## src/rtl/imem_pkg.sv

```systemverilog
// Shared types and constants for the instruction-memory boot loader.
// The optional checksum output is enabled with the IMEM_CHECKSUM_EN macro.
package imem_pkg;

    localparam int          IMEM_DEPTH = 64;
    localparam int          IMEM_AW    = 6;
    localparam logic [31:0] NOP_INSTR  = 32'h0;

    typedef enum logic [1:0] {
        IDLE  = 2'd0,
        LOAD  = 2'd1,
        CLEAR = 2'd2,
        RUN   = 2'd3
    } state_t;

endpackage

```

## src/rtl/imem_boot_loader_if.sv

```systemverilog
// Host programming stream (valid/ready with start and last markers).
// The host drives the master side and the boot loader is the slave.
interface imem_boot_loader_if;

    logic        host_start;
    logic        host_valid;
    logic [31:0] host_data;
    logic        host_last;
    logic        host_ready;

    modport master (
        output host_start,
        output host_valid,
        output host_data,
        output host_last,
        input  host_ready
    );

    modport slave (
        input  host_start,
        input  host_valid,
        input  host_data,
        input  host_last,
        output host_ready
    );

endinterface

```

## src/rtl/imem_boot_loader.sv

```systemverilog
// Arbitrates the single-port instruction memory between host programming and CPU fetch.
// Define IMEM_CHECKSUM_EN to add the load_csum XOR checksum output.
module imem_boot_loader
    import imem_pkg::*;
#(
    parameter int DEPTH = IMEM_DEPTH,
    parameter int AW    = IMEM_AW
) (
    input  logic                 clk,
    input  logic                 reset,
    imem_boot_loader_if.slave    host,
    input  logic [31:0]          cpu_fetch_addr,
    output logic [31:0]          cpu_instr,
    output logic                 cpu_stall,
    output logic                 mem_we,
    output logic [AW-1:0]        mem_addr,
    output logic [31:0]          mem_wdata,
    input  logic [31:0]          mem_rdata,
    output logic [AW:0]          load_count,
    output logic                 busy
`ifdef IMEM_CHECKSUM_EN
    ,
    output logic [31:0]          load_csum
`endif
);

    localparam logic [AW:0] LAST_IDX = (AW+1)'(DEPTH - 1);

    state_t      r_state;
    logic [AW:0] r_ptr;
    logic [AW:0] r_loadCount;

    state_t      w_nextState;
    logic [AW:0] w_nextPtr;
    logic [AW:0] w_nextCount;
    logic        w_xfer;
    logic        w_loadEntry;
    logic        w_memWe;
    logic [31:0] w_wdata;
    logic        w_hostReady;
    logic        w_unusedAddrBits;

    always_ff @(posedge clk) begin
        if (reset) begin
            r_state     <= IDLE;
            r_ptr       <= '0;
            r_loadCount <= '0;
        end else begin
            r_state     <= w_nextState;
            r_ptr       <= w_nextPtr;
            r_loadCount <= w_nextCount;
        end
    end

    // A start pulse in LOAD restarts the load and swallows any coincident transfer.
    always_comb begin
        w_nextState = r_state;
        w_nextPtr   = r_ptr;
        w_nextCount = r_loadCount;
        w_xfer      = 1'b0;
        w_loadEntry = 1'b0;
        w_memWe     = 1'b0;
        w_wdata     = NOP_INSTR;
        w_hostReady = 1'b0;
        unique case (r_state)
            IDLE: begin
                if (host.host_start) begin
                    w_nextState = LOAD;
                    w_nextPtr   = '0;
                    w_loadEntry = 1'b1;
                end
            end
            LOAD: begin
                w_hostReady = 1'b1;
                if (host.host_start) begin
                    w_nextPtr   = '0;
                    w_loadEntry = 1'b1;
                end else if (host.host_valid) begin
                    w_xfer      = 1'b1;
                    w_memWe     = 1'b1;
                    w_wdata     = host.host_data;
                    w_nextPtr   = r_ptr + 1'b1;
                    w_nextCount = r_ptr + 1'b1;
                    if (r_ptr == LAST_IDX) begin
                        w_nextState = RUN;
                    end else if (host.host_last) begin
                        w_nextState = CLEAR;
                    end
                end
            end
            CLEAR: begin
                w_memWe   = 1'b1;
                w_nextPtr = r_ptr + 1'b1;
                if (r_ptr == LAST_IDX) begin
                    w_nextState = RUN;
                end
            end
            RUN: begin
                if (host.host_start) begin
                    w_nextState = LOAD;
                    w_nextPtr   = '0;
                    w_loadEntry = 1'b1;
                end
            end
            default: begin
                w_nextState = IDLE;
            end
        endcase
    end

    // Writes are suppressed during the reset cycle so reset never disturbs memory.
    assign mem_we           = w_memWe & ~reset;
    assign mem_wdata        = w_wdata;
    assign mem_addr         = (r_state == RUN) ? cpu_fetch_addr[AW+1:2] : r_ptr[AW-1:0];
    assign cpu_instr        = (r_state == RUN) ? mem_rdata : NOP_INSTR;
    assign cpu_stall        = (r_state != RUN);
    assign busy             = (r_state == LOAD) || (r_state == CLEAR);
    assign load_count       = r_loadCount;
    assign host.host_ready  = w_hostReady;
    assign w_unusedAddrBits = ^{cpu_fetch_addr[31:AW+2], cpu_fetch_addr[1:0]};

`ifdef IMEM_CHECKSUM_EN
    logic [31:0] r_csum;

    always_ff @(posedge clk) begin
        if (reset) begin
            r_csum <= '0;
        end else if (w_loadEntry) begin
            r_csum <= '0;
        end else if (w_xfer) begin
            r_csum <= r_csum ^ host.host_data;
        end
    end

    assign load_csum = r_csum;
`else
    logic w_unusedCsumCtl;
    assign w_unusedCsumCtl = w_loadEntry ^ w_xfer;
`endif

endmodule

```

## src/flat_wrapper.sv

```systemverilog
// flat-port wrapper written by rule: the top's interface ports become plain ports
module imem_boot_loader_flat import imem_pkg::*;
#(
    parameter int DEPTH = IMEM_DEPTH,
    parameter int AW    = IMEM_AW
)
  (clk, reset, cpu_fetch_addr, cpu_instr, cpu_stall, mem_we, mem_addr, mem_wdata, mem_rdata, load_count, busy, host_host_start, host_host_valid, host_host_data, host_host_last, host_host_ready);
  imem_boot_loader_if host_i ();
  input  logic clk;
  input  logic reset;
  input  logic [31:0] cpu_fetch_addr;
  output logic [31:0] cpu_instr;
  output logic cpu_stall;
  output logic mem_we;
  output logic [AW-1:0] mem_addr;
  output logic [31:0] mem_wdata;
  input  logic [31:0] mem_rdata;
  output logic [AW:0] load_count;
  output logic busy;
  input wire logic [$bits(host_i.host_start)-1:0] host_host_start;
  input wire logic [$bits(host_i.host_valid)-1:0] host_host_valid;
  input wire logic [$bits(host_i.host_data)-1:0] host_host_data;
  input wire logic [$bits(host_i.host_last)-1:0] host_host_last;
  output wire logic [$bits(host_i.host_ready)-1:0] host_host_ready;
  assign host_i.host_start = host_host_start;
  assign host_i.host_valid = host_host_valid;
  assign host_i.host_data = host_host_data;
  assign host_i.host_last = host_host_last;
  assign host_host_ready = host_i.host_ready;
  imem_boot_loader #(.DEPTH(DEPTH), .AW(AW)) u_core (.clk(clk), .reset(reset), .host(host_i), .cpu_fetch_addr(cpu_fetch_addr), .cpu_instr(cpu_instr), .cpu_stall(cpu_stall), .mem_we(mem_we), .mem_addr(mem_addr), .mem_wdata(mem_wdata), .mem_rdata(mem_rdata), .load_count(load_count), .busy(busy));
endmodule
```

## config.mk

```make
export PLATFORM = sky130hd
export DESIGN_NAME = imem_boot_loader_flat
export DESIGN_NICKNAME = d
export VERILOG_FILES = /design/src/rtl/imem_pkg.sv /design/src/rtl/imem_boot_loader_if.sv /design/src/rtl/imem_boot_loader.sv /design/src/flat_wrapper.sv
export SDC_FILE = /design/constraint.sdc
export NUM_CORES = 1
export LEC_CHECK = 0
export BUFFER_PORTS_ARGS = -buffer_cell sky130_fd_sc_hd__buf_4
export CAP_MARGIN = 5
export CORE_MARGIN = 2
export CORE_UTILIZATION = 30
export DETAILED_ROUTE_END_ITERATION = 7
export PLACE_DENSITY_LB_ADDON = 0.25
export REMOVE_ABC_BUFFERS = 1
export SLEW_MARGIN = 0
export SYNTH_ARGS = -nofsm -noshare
export SYNTH_HDL_FRONTEND = slang
export SYNTH_SLANG_ARGS = --single-unit
export TNS_END_PERCENT = 1
```

## constraint.sdc

```tcl
create_clock -name clk -period 2.15 [get_ports clk]
set_input_delay 0.215 -clock clk [delete_from_list [all_inputs] [get_ports clk]]
set_output_delay 0.215 -clock clk [all_outputs]
set_load 0.01 [all_outputs]
```

==> run_results.csv <==
group,metric,value,unit
timing,fmax,0.5119,GHz
detailed_routing,ant_nets,0,
flow_run,cap_violations,0,
status,outcome,"finished clean",
clock_network,cts-root-buf,"clkbuf_8",
grt,grt_first_pass_wirelength,7.603,mm
timing,finalMaxSlewViolations,0,
synth,synth_warnings,0,
timing,period_needed,1.953,ns
clock_network,post-cts-setup-buffers,0,
setup_path,critPathArrivalTime,1.74,ns
setup_path,crit_buf_inv,3,
synth,yosysTopAreaCell,"and2_1",
setup_path,critical-path-top-delay-family,"buffers and inverters",
clock_network,clock_sinks,16,
timing,worst_pin_slew,0.5034,ns
setup_path,crit_required,1.93,ns
grt,grt_util_all_layers,18.24,%
synth,syn_inst,184,
layout,fillers,400,
layout,layout-drive-gt1-share,51.79,%
timing,worst_clock_skew,0.003283,ns
timing,hold_viol_final,0,
die,core,4384,sq um
layout,regArea,320.3,sq um
grt,grtUsageMet2,30.45,%
layout,finish.utilization,60.25,%
setup_path,worstSetupEndpointType,"output pin",
worst_hold_path,hold_depth,2,
setup_path,crit_fanout,42,
layout,multiInputGateArea,984.7,sq um
synth,synth-main-ff-cell,"dfxtp_1",
synth,ys_ff_latch,16,
layout,design_area,2641,sq um
worst_hold_path,min_path_type,"input pin to flop",
grt,grt_overflow,0,
clock_network,cts_tree,"yes",
synth,synth_top_area_share,29.22,%
grt,use_met3,4.360,%
layout,final_nets,443,
timing,post-route-period-util,90.86,%
pwr,p_per_area,589.9,nW/um^2
timing,rsz0062_at_grt,"false",
die,start_util,31.25,%
detailed_routing,drcViolationCount,0,
synth,synth_area_leaders,"and2_1, dfxtp_1, a21oi_1",
synth,syn_area,1370,sq um
setup_path,cp_cell_sequence,"ha_1 > inv_1 > nor2_2 > buf_6 > nor2_1 > nor3_1 > buf_4",
synth,async_flop_share,0,%
place,gp_congestion,0.8378,
detailed_routing,wl_per_cell,12.69,um
detailed_routing,drt_iter0_drc,49,
detailed_routing,viasPerCell,4.564,
timing,setup_viol,0,
setup_path,timing.rr.start,"u_core.r_state[0]$_SDFFE_PP0P_",
setup_path,cpPeakStageDelay,0.42,ns
place,portBuffers,155,
clock_network,cts-buffers-inserted,3,
detailed_routing,drt_first_pass_iters,4,
clock_network,cts_hold_buf,0,
setup_path,critPathSlowestCell,"dfxtp_1",
setup_path,worstSetupPathDepth,7,
detailed_routing,totalWireLength,4.925,mm
worst_hold_path,min_to,"u_core.r_ptr[2]$_SDFFE_PP0P_",
setup_path,path_class,"flop to output pin",
grt,grt.busiest_layer,"met2",
die,die_area,5124,sq um
grt,grt_max_degree,43,
place,place_area,2582,sq um
die,die_h,71.58,um
timing,tns,0,ns
grt,antenna_found_initial,0,
place,hpwl,3.963,mm
grt,met1_usage,22.82,%
setup_path,start_kind,"flop",
grt,grt_pass1_vias,1599,
setup_path,reg2reg_depth,6,
clock_network,clk_pin_slew,0.06,ns
setup_path,r2r_setup_slack,0.48,ns
pwr,ir_worst_vdd,0.4345,mV
setup_path,r2r-end,"u_core.r_state[0]$_SDFFE_PP0P_",
synth,syn_area_per_cell,7.446,sq um
pwr,totalPowerFinal,1.558,mW
synth,ys_seq_area_share,23.38,%
layout,area_growth,92.79,%
timing,relSlewSlack,66.37,%
die,io_pins,182,
pwr,p_leak,1.371,nW
clock_network,insertion_delay,0.26,ns
synth,ys_types,34,
die,die_x,71.58,um
die,rows,24,
detailed_routing,dr_total_vias,1771,
clock_network,cts.path.max_buffers,2,
layout,diodes,0,
synth,synth_edf_count,0,
clock_network,cts_max_level,1,
worst_hold_path,min_from,"reset",
[routing by layer]
layer  routed length, um  up-vias
li1                    -      914
met1                2038      769
met2                2330       81
met3                 474        7
met4                  81        0
met5                   0        -
[cells in the mapped netlist (2+ instances only)]
library cell  instances
nand3_1               7
mux2_2                6
clkbuf_1              9
nand2b_1              3
ha_1                  5
xnor2_1               2
nor2_1                8
inv_1                 7
a21oi_1              15
nand2_1               8
a2bb2oi_1             2
nand3b_1              2
o21ai_0               9
nor3_1                3
dfxtp_1              16
and2_1               64
[through the flow]
stage | worst slack, ns | instances | hold slack (ns)
2_1_floorplan | 0.2390 | 174 | 0.2841
3_3_place_gp | 0.4460 | 384 | 0.4505
3_5_place_dp | 0.4325 | 384 | 0.4528
4_1_cts | 0.1365 | 388 | 0.2255
5_1_grt | 0.03123 | 388 | 0.2283
6_report | 0.1966 | 388 | 0.2270
[where the power goes]
part / internal (mW) / switching, mW
clock network: 0.163 / 0.112
registers: 0.336 / 0.0350
logic: 0.471 / 0.441
[sequential cells by signal, indices dropped and copies added (netlist names)]
signal	cells
u_core.load_count	7
u_core.r_ptr	7
u_core.r_state	2
[worst max path at each step]
stage,startpoint,to,slack [ns]
finish,u_core.r_state[0]$_SDFFE_PP0P_,mem_we,0.20
detailed placement,u_core.r_state[0]$_SDFFE_PP0P_,mem_we,0.43
global route,u_core.r_state[0]$_SDFFE_PP0P_,mem_we,0.03
global placement,u_core.r_state[0]$_SDFFE_PP0P_,mem_we,0.45
CTS,u_core.r_state[0]$_SDFFE_PP0P_,mem_we,0.14
floorplan,u_core.r_state[0]$_SDFFE_PP0P_,mem_we,0.24
[final cells by class]
cell class / count / share of cell area [%]
clock buffers: 4 / 2.084
repair buffers: 158 / 45.05
flip-flops and latches: 16 / 12.13
multi-input cells: 151 / 37.28
well taps: 52 / 2.463
inverters: 7 / 0.9948
[timing repair]
item	in CTS	in global routing
setup endpoints to repair	0	1
resized for setup	0	1
hold endpoints to repair	0	0
[cell usage in the layout, fill, tap and decap left out]
cell type | netlist | layout
and2_1 | 64 | 64
nor2_2 | 1 | 1
a21oi_1 | 15 | 15
nand2_1 | 8 | 8
o21a_2 | 1 | 1
o211ai_1 | 1 | 1
nor2b_1 | 1 | 1
nor2_1 | 8 | 8
and3_2 | 1 | 1
buf_6 | 0 | 1
o21bai_1 | 1 | 1
a211oi_1 | 1 | 1
nand3_1 | 7 | 7
nand3_4 | 1 | 1
o21ai_0 | 9 | 9
xor2_1 | 1 | 1
a21boi_0 | 1 | 1
o21ba_2 | 1 | 1
a2bb2oi_1 | 2 | 2
o2111ai_1 | 1 | 1
nand2b_1 | 3 | 3
o21a_1 | 1 | 1
clkbuf_8 | 0 | 4
inv_1 | 7 | 7
o31ai_1 | 1 | 1
nand4b_1 | 1 | 1
nor3_4 | 1 | 1
mux2_2 | 6 | 6
o221a_1 | 1 | 1
ha_1 | 5 | 5
dfxtp_1 | 16 | 16
nor3_1 | 3 | 3
nand3b_1 | 2 | 2
buf_4 | 0 | 157
xnor2_1 | 2 | 2
[cells by family (layout without fill, tap and decap cells)]
| logic type | count (synthesis) | after routing | share of synthesized area (%) |
|---|---|---|---|
| flops | 16 | 16 | 23.38 |
| xor+xnor | 3 | 3 | 1.918 |
| fa+ha+maj | 5 | 5 | 4.566 |
| compound gates | 36 | 36 | 16.17 |
| mux | 6 | 6 | 4.931 |
| simple gates | 101 | 101 | 44.29 |
| buf+inv | 17 | 169 | 4.749 |
(Power assumes the default switching activity.)
